--- src/rtl/posit_encoder_pkg.sv ---
// Shared posit definitions: operand class codes, saturation tags and the
// special-value constants used by both the encoder and the decoder.
package posit_encoder_pkg;

  localparam logic [1:0] FLAG_ZERO  = 2'b00;
  localparam logic [1:0] FLAG_VALID = 2'b01;
  localparam logic [1:0] FLAG_NAR   = 2'b10;

  typedef enum logic [1:0] {
    SAT_NONE = 2'd0,
    SAT_MAX  = 2'd1,
    SAT_MIN  = 2'd2
  } sat_e;

  function automatic int regi_w(input int width);
    return $clog2(width) + 1;
  endfunction

  // Constants are returned 64 bits wide; callers slice to their word width.
  function automatic logic [63:0] maxpos(input int width);
    return (64'd1 << (width - 1)) - 64'd1;
  endfunction

  function automatic logic [63:0] minpos(input int width);
    return (width > 0) ? 64'd1 : 64'd0;
  endfunction

  function automatic logic [63:0] nar(input int width);
    return 64'd1 << (width - 1);
  endfunction

endpackage

--- src/rtl/posit_encoder_round.sv ---
// Round-to-nearest-even, saturation to maxpos/minpos, sign and special-class
// handling for one truncated magnitude string.
module posit_round
  import posit_encoder_pkg::*;
#(
  parameter int WIDTH = 8
) (
  input  logic [1:0]       flag_i,
  input  logic             sign_i,
  input  sat_e             sat_i,
  input  logic [WIDTH-2:0] body_i,
  input  logic             guard_i,
  input  logic             sticky_i,
  output logic [WIDTH-1:0] word_o
);

  localparam logic [63:0] MAXPOS64 = maxpos(WIDTH);
  localparam logic [63:0] MINPOS64 = minpos(WIDTH);
  localparam logic [63:0] NAR64    = nar(WIDTH);
  localparam logic [WIDTH-1:0] MAXPOS = MAXPOS64[WIDTH-1:0];
  localparam logic [WIDTH-1:0] MINPOS = MINPOS64[WIDTH-1:0];
  localparam logic [WIDTH-1:0] NAR    = NAR64[WIDTH-1:0];
  localparam logic [WIDTH-1:0] ONE    = WIDTH'(1);

  logic             inc;
  logic [WIDTH-1:0] sum;
  logic [WIDTH-1:0] mag;

  always_comb begin
    inc = guard_i & (sticky_i | body_i[0]);
    sum = {1'b0, body_i} + {{(WIDTH-1){1'b0}}, inc};
    mag = sum;
    // A carry into the sign position means the value overflowed the format.
    if (sat_i == SAT_MAX || sum[WIDTH-1]) begin
      mag = MAXPOS;
    end else if (sat_i == SAT_MIN || sum == '0) begin
      mag = MINPOS;
    end
    case (flag_i)
      FLAG_ZERO:  word_o = '0;
      FLAG_VALID: word_o = sign_i ? (~mag + ONE) : mag;
      default:    word_o = NAR;
    endcase
  end

endmodule

--- src/rtl/posit_encoder.sv ---
// Two-stage posit encoder: S1 assembles and aligns the regime/exp/frac string,
// S2 rounds and registers the word. Stages move on valid&ready handshakes.
module posit_encoder
  import posit_encoder_pkg::*;
#(
  parameter int WIDTH = 8,
  parameter int EXP   = 2,
  parameter int FRAC  = 8
) (
  input  logic                           clk_i,
  input  logic                           rstn,
  input  logic                           vld_i,
  output logic                           rdy_o,
  input  logic [1:0]                     flag_i,
  input  logic                           sign_i,
  input  logic signed [regi_w(WIDTH)-1:0] regi_i,
  input  logic [EXP-1:0]                 exp_i,
  input  logic [FRAC-1:0]                frac_i,
  output logic                           vld_o,
  input  logic                           rdy_i,
  output logic [WIDTH-1:0]               pout
);

  localparam int RW = regi_w(WIDTH);
  localparam int SW = RW + 1;
  localparam int FW = WIDTH + EXP + FRAC;
  localparam logic signed [RW-1:0] K_MAX = RW'(WIDTH - 2);
  localparam logic signed [RW-1:0] K_MIN = -K_MAX;
  localparam logic [RW:0] SH_POS = SW'(WIDTH - 2);
  localparam logic [RW:0] SH_NEG = SW'(WIDTH - 1);

  logic s1_adv, s2_adv;
  logic run;
  logic [RW:0] kx, sh;
  logic [FW-1:0] full, full_sh;
  sat_e sat;

  logic             s1_vld_q;
  logic [1:0]       s1_flag_q;
  logic             s1_sign_q;
  sat_e             s1_sat_q;
  logic [WIDTH-2:0] s1_body_q;
  logic             s1_guard_q;
  logic             s1_sticky_q;
  logic             s2_vld_q;
  logic [WIDTH-1:0] pout_q, pout_d;

  assign s2_adv = ~s2_vld_q | rdy_i;
  assign s1_adv = ~s1_vld_q | s2_adv;
  assign rdy_o  = s1_adv;
  assign vld_o  = s2_vld_q;
  assign pout   = pout_q;

  // The regime run is pre-filled to its longest length; shifting left trims
  // it to the length k calls for and left-aligns the whole string.
  always_comb begin
    run = ~regi_i[RW-1];
    kx  = {regi_i[RW-1], regi_i};
    sh  = run ? (SH_POS - kx) : (SH_NEG + kx);
    sat = SAT_NONE;
    if (regi_i >= K_MAX) begin
      sat = SAT_MAX;
    end else if (regi_i < K_MIN) begin
      sat = SAT_MIN;
    end
    full    = {{(WIDTH-1){run}}, ~run, exp_i, frac_i};
    full_sh = (sat == SAT_NONE) ? (full << sh) : '0;
  end

  always_ff @(posedge clk_i or negedge rstn) begin
    if (!rstn) begin
      s1_vld_q    <= 1'b0;
      s1_flag_q   <= FLAG_ZERO;
      s1_sign_q   <= 1'b0;
      s1_sat_q    <= SAT_NONE;
      s1_body_q   <= '0;
      s1_guard_q  <= 1'b0;
      s1_sticky_q <= 1'b0;
    end else if (s1_adv) begin
      s1_vld_q <= vld_i;
      if (vld_i) begin
        s1_flag_q   <= flag_i;
        s1_sign_q   <= sign_i;
        s1_sat_q    <= sat;
        s1_body_q   <= full_sh[FW-1 -: WIDTH-1];
        s1_guard_q  <= full_sh[FW-WIDTH];
        s1_sticky_q <= |full_sh[FW-WIDTH-1:0];
      end
    end
  end

  posit_round #(.WIDTH(WIDTH)) u_round (
    .flag_i  (s1_flag_q),
    .sign_i  (s1_sign_q),
    .sat_i   (s1_sat_q),
    .body_i  (s1_body_q),
    .guard_i (s1_guard_q),
    .sticky_i(s1_sticky_q),
    .word_o  (pout_d)
  );

  always_ff @(posedge clk_i or negedge rstn) begin
    if (!rstn) begin
      s2_vld_q <= 1'b0;
      pout_q   <= '0;
    end else if (s2_adv) begin
      s2_vld_q <= s1_vld_q;
      if (s1_vld_q) begin
        pout_q <= pout_d;
      end
    end
  end

endmodule
--- config.mk ---
export PLATFORM = sky130hd
export DESIGN_NAME = posit_encoder
export DESIGN_NICKNAME = d
export VERILOG_FILES = /design/src/rtl/posit_encoder_pkg.sv /design/src/rtl/posit_encoder_round.sv /design/src/rtl/posit_encoder.sv
export SDC_FILE = /design/constraint.sdc
export NUM_CORES = 1
export LEC_CHECK = 0
export CORE_MARGIN = 2
export CORE_UTILIZATION = 51
export CTS_CLUSTER_DIAMETER = 40
export CTS_CLUSTER_SIZE = 16
export DETAILED_ROUTE_END_ITERATION = 12
export GPL_TIMING_DRIVEN = 0
export PLACE_DENSITY = 0.79
export SYNTH_ARGS = -nofsm -noshare
export SYNTH_HDL_FRONTEND = slang
export SYNTH_HIERARCHICAL = 1
export SYNTH_SLANG_ARGS = --single-unit
--- constraint.sdc ---
create_clock -name clk_i -period 3.11 [get_ports clk_i]
set_clock_uncertainty 0.05 [all_clocks]
set_input_delay 0.622 -clock clk_i [delete_from_list [all_inputs] [get_ports clk_i]]
set_output_delay 0.622 -clock clk_i [all_outputs]
set_load 0.005 [all_outputs]
==> results.sh <==
export IMPL_cts_tree="done"
export IMPL_die_area_sq_um=5310
export IMPL_viasPerCell=5.90
export IMPL_die_y_microns=72.9
export IMPL_clock_latency_ps=270
export IMPL_initial_core_util_pct=51.9
export IMPL_cts_max_path_buffers=2
export IMPL_synth_area_sq_um=2420
export IMPL_crit_top_cell="ha_2"
export IMPL_finalCritPeriodShare_pct=96.3
export IMPL_yosys_area_top_type="dfrtp_1"
export IMPL_worstPathCellList="o21a_1, ha_2, ha_4, or3_4, a21oi_2, o211ai_2, o311a_4, ha_2, a2111o_1, a31oi_1, mux2_2"
export IMPL_rsz0062_at_grt="false"
export IMPL_synth_distinct_cells=64
export IMPL_cp_required_ps=3280
export IMPL_final_fill_count=408
export IMPL_seq_area_frac_synth_pct=24.8
export IMPL_max_freq_mhz=334
export IMPL_gp_congestion=0.871
export IMPL_run_status="finished clean"
export IMPL_netlist_instances=268
export IMPL_grt_pass1_vias=1968
export IMPL_finalCriticalPeriod_ps=2990
export IMPL_antenna_cells=0
export IMPL_cts_sinks=24
export IMPL_syn_nets=295
export IMPL_cts_buffers=3
export IMPL_path_max_fanout=6
export IMPL_drc=0
export IMPL_post_place_cells=352
export IMPL_holdBufCountCts=0
export IMPL_hold_viol=0
export IMPL_path_clk_slew_ps=90
export IMPL_dpl_cell_area_sq_um=2790
export IMPL_pwr_share_comb_pct=47.4
export IMPL_clockRootBuffer="clkbuf_8"
export IMPL_p_int_uw=868
export IMPL_die_w_microns=72.9
export IMPL_ant_nets=0
export IMPL_cts_htree_levels=1
export IMPL_port_buffers=30
export IMPL_drv_cap=0
export IMPL_synth_seq_cells=24
export IMPL_grt_pass1_wl_mm=9.16
export IMPL_synth_ff_type="dfrtp_1"
export IMPL_grt_overflow=0
export IMPL_leakage_nw=1.17
export IMPL_slew_violations=0
export IMPL_drive_above_1_share_pct=19.9
export IMPL_dp_hpwl_mm=4.21
export IMPL_clockPowerShare_pct=20.8
export IMPL_final_cell_count_no_fill=356
export IMPL_switching_share_pct=33.7
export IMPL_wl_per_cell_microns=15.3
export IMPL_hold_class="flip-flop to flip-flop"
export IMPL_firstDrtPassIters=6
export IMPL_totalPowerFinal_mw=1.31
export IMPL_cp_arrival_ps=3160
export IMPL_power_frac_seq_pct=31.8
export IMPL_nNetsFinal=330
export IMPL_path_delay_family="compound AO/OA/AOI/OAI gates"
export IMPL_slowest_delay_ps=410
export IMPL_grt_antenna_before_repair=0
export IMPL_setup_viol=0
export IMPL_core_sq_um=4660
export IMPL_grt_max_degree=25
export IMPL_routed_wl_mm=5.46
export IMPL_synthDominantCellAreaShare_pct=24.8
export IMPL_ioPinCount=31
export IMPL_synth_enable_flop_cells=0
export IMPL_switching_power_uw=442
export IMPL_dr_total_vias=2100
export IMPL_syn2layout_area_growth_pct=19.9
export IMPL_async_flop_share_pct=100
export IMPL_worst_setup_path_type="flip-flop to flip-flop"
export IMPL_maxSlewHeadroom_pct=30.8
export IMPL_drt_iter0_drc=75
export IMPL_tns_ps=0
export IMPL_avgSynthCellArea_sq_um=9.02
export IMPL_worst_slew_pin_slew_ps=1040
export IMPL_vdd_ir_drop_max_v=0.000198
export IMPL_row_count=25
export IMPL_fin_util_pct=62.2
export IMPL_grt_util_all_layers_pct=21.4
export IMPL_final_cell_area_sq_um=2900
export IMPL_crit_buf_inv=0
export IMPL_critPathCaptureType="flip-flop"
export IMPL_p_per_area_nw_per_um2=452
export IMPL_synthTopCellsByCount="24 x dfrtp_1, 24 x nand2_1, 18 x nand2b_1, 18 x nor2_1, 13 x o21ai_0"
export IMPL_slowest_stage="dfrtp_1"
export IMPL_critical_path_startpoint_type="flip-flop"
export IMPL_synth_area_top_cells="dfrtp_1 25%, mux2_2 5.6%, nand2b_1 4.7%, nand2_1 3.7%, ha_1 3.1%"
export IMPL_yosysWarnings=6
## worst reg2reg max path: stages, from the launching register on
cell      delay (ps)
dfrtp_1          410
o21a_1           200
ha_2             200
ha_4             190
or3_4            330
a21oi_2          170
o211ai_2         140
o311a_4          380
ha_2             200
a2111o_1         370
a31oi_1          150
mux2_2           170
## registers in the layout (all words and copies together), names as in the netlist
name and cells:
pout 8, s1_body_q 7, s1_flag_q 2, s1_guard_q 1, s1_sat_q 2, s1_sign_q 1
s1_sticky_q 1, s1_vld_q 1, vld_o 1
## through the flow
step | setup WS [ps] | hold WS [ps]
6_report | 116 | 461
5_1_grt | 33.6 | 481
3_3_place_gp | -238 | 424
3_5_place_dp | -309 | 442
4_1_cts | 13.8 | 466
2_1_floorplan | 204 | 276
## layout make-up
| type | instances | area [sq um] | area share [%] |
|---|---|---|---|
| Timing Repair Buffer | 31 | 308 | 10.6 |
| Multi-Input combinational cell | 224 | 1710 | 59.1 |
| Sequential cell | 24 | 601 | 20.7 |
| Clock buffer | 3 | 41.3 | 1.42 |
| Inverter | 5 | 18.8 | 0.647 |
| Buffer | 14 | 120 | 4.14 |
| Tap cell | 54 | 67.6 | 2.33 |
| Clock inverter | 1 | 30.0 | 1.04 |
## logic make-up (layout without fill, tap and decap cells)
group / count (synthesis) / in the layout / synth area share (%)
muxes: 23 / 23 / 11.9
and+or+nand+nor: 106 / 106 / 24.3
buffers and inverters: 20 / 54 / 5.90
AOI/OAI and AO/OA: 80 / 80 / 24.1
DFF: 24 / 24 / 24.8
adders and majority gates: 6 / 6 / 3.10
xor gates and xnor gates: 9 / 9 / 5.90
## worst paths after layout
path,start,to,slack (ps),cells after the start
min in group asynchronous,rstn,pout[6]$_DFFE_PN0P_,860,1
max reg2reg,s1_sticky_q$_DFFE_PN0P_,pout[4]$_DFFE_PN0P_,120,11
max in group asynchronous,rstn,s1_body_q[4]$_DFFE_PN0P_,1520,1
min reg2reg,s1_guard_q$_DFFE_PN0P_,s1_guard_q$_DFFE_PN0P_,460,1
min,s1_guard_q$_DFFE_PN0P_,s1_guard_q$_DFFE_PN0P_,460,1
max,s1_sticky_q$_DFFE_PN0P_,pout[4]$_DFFE_PN0P_,120,11
## power groups by stage
stage,logic (mW),registers [mW],clock network [mW]
after global placement,0.584,0.419,0
final,0.621,0.417,0.272
after detailed placement,0.599,0.422,0
after floorplan,0.422,0.414,0
after CTS,0.602,0.416,0.276
after global routing,0.689,0.424,0.286
## repair_timing
item	CTS	global route
setup endpoints to repair	5	8
setup buffers	0	1
cloned	0	0
resized for setup	1	7
## cells in the final DEF, fill, tap and decap left out, types with 4 or more instances in the layout
cell | netlist | final
a31oi_1 | 6 | 6
o21ai_0 | 13 | 13
mux2i_1 | 7 | 7
nor2_1 | 18 | 17
nand3_1 | 5 | 5
nor3_1 | 6 | 6
o21ai_1 | 5 | 5
nand2_1 | 24 | 24
a22o_1 | 7 | 7
a211oi_1 | 7 | 7
clkdlybuf4s50_1 | 0 | 30
inv_1 | 5 | 5
a21oi_1 | 12 | 12
buf_4 | 4 | 5
nor2b_1 | 7 | 7
mux2_2 | 12 | 12
or3_1 | 9 | 9
dfrtp_1 | 24 | 24
buf_6 | 6 | 6
o211ai_1 | 4 | 4
nand2b_1 | 18 | 18
## metal layers
metal / wire (microns) / up-vias / global-route usage [%]
met5: 0 / - / 0
met4: 104 / 0 / 6.79
met3: 137 / 9 / 1.52
met2: 2780 / 54 / 37.7
met1: 2440 / 981 / 27.9
li1: - / 1056 / -
Note: power is estimated with default switching activity, not from simulation.
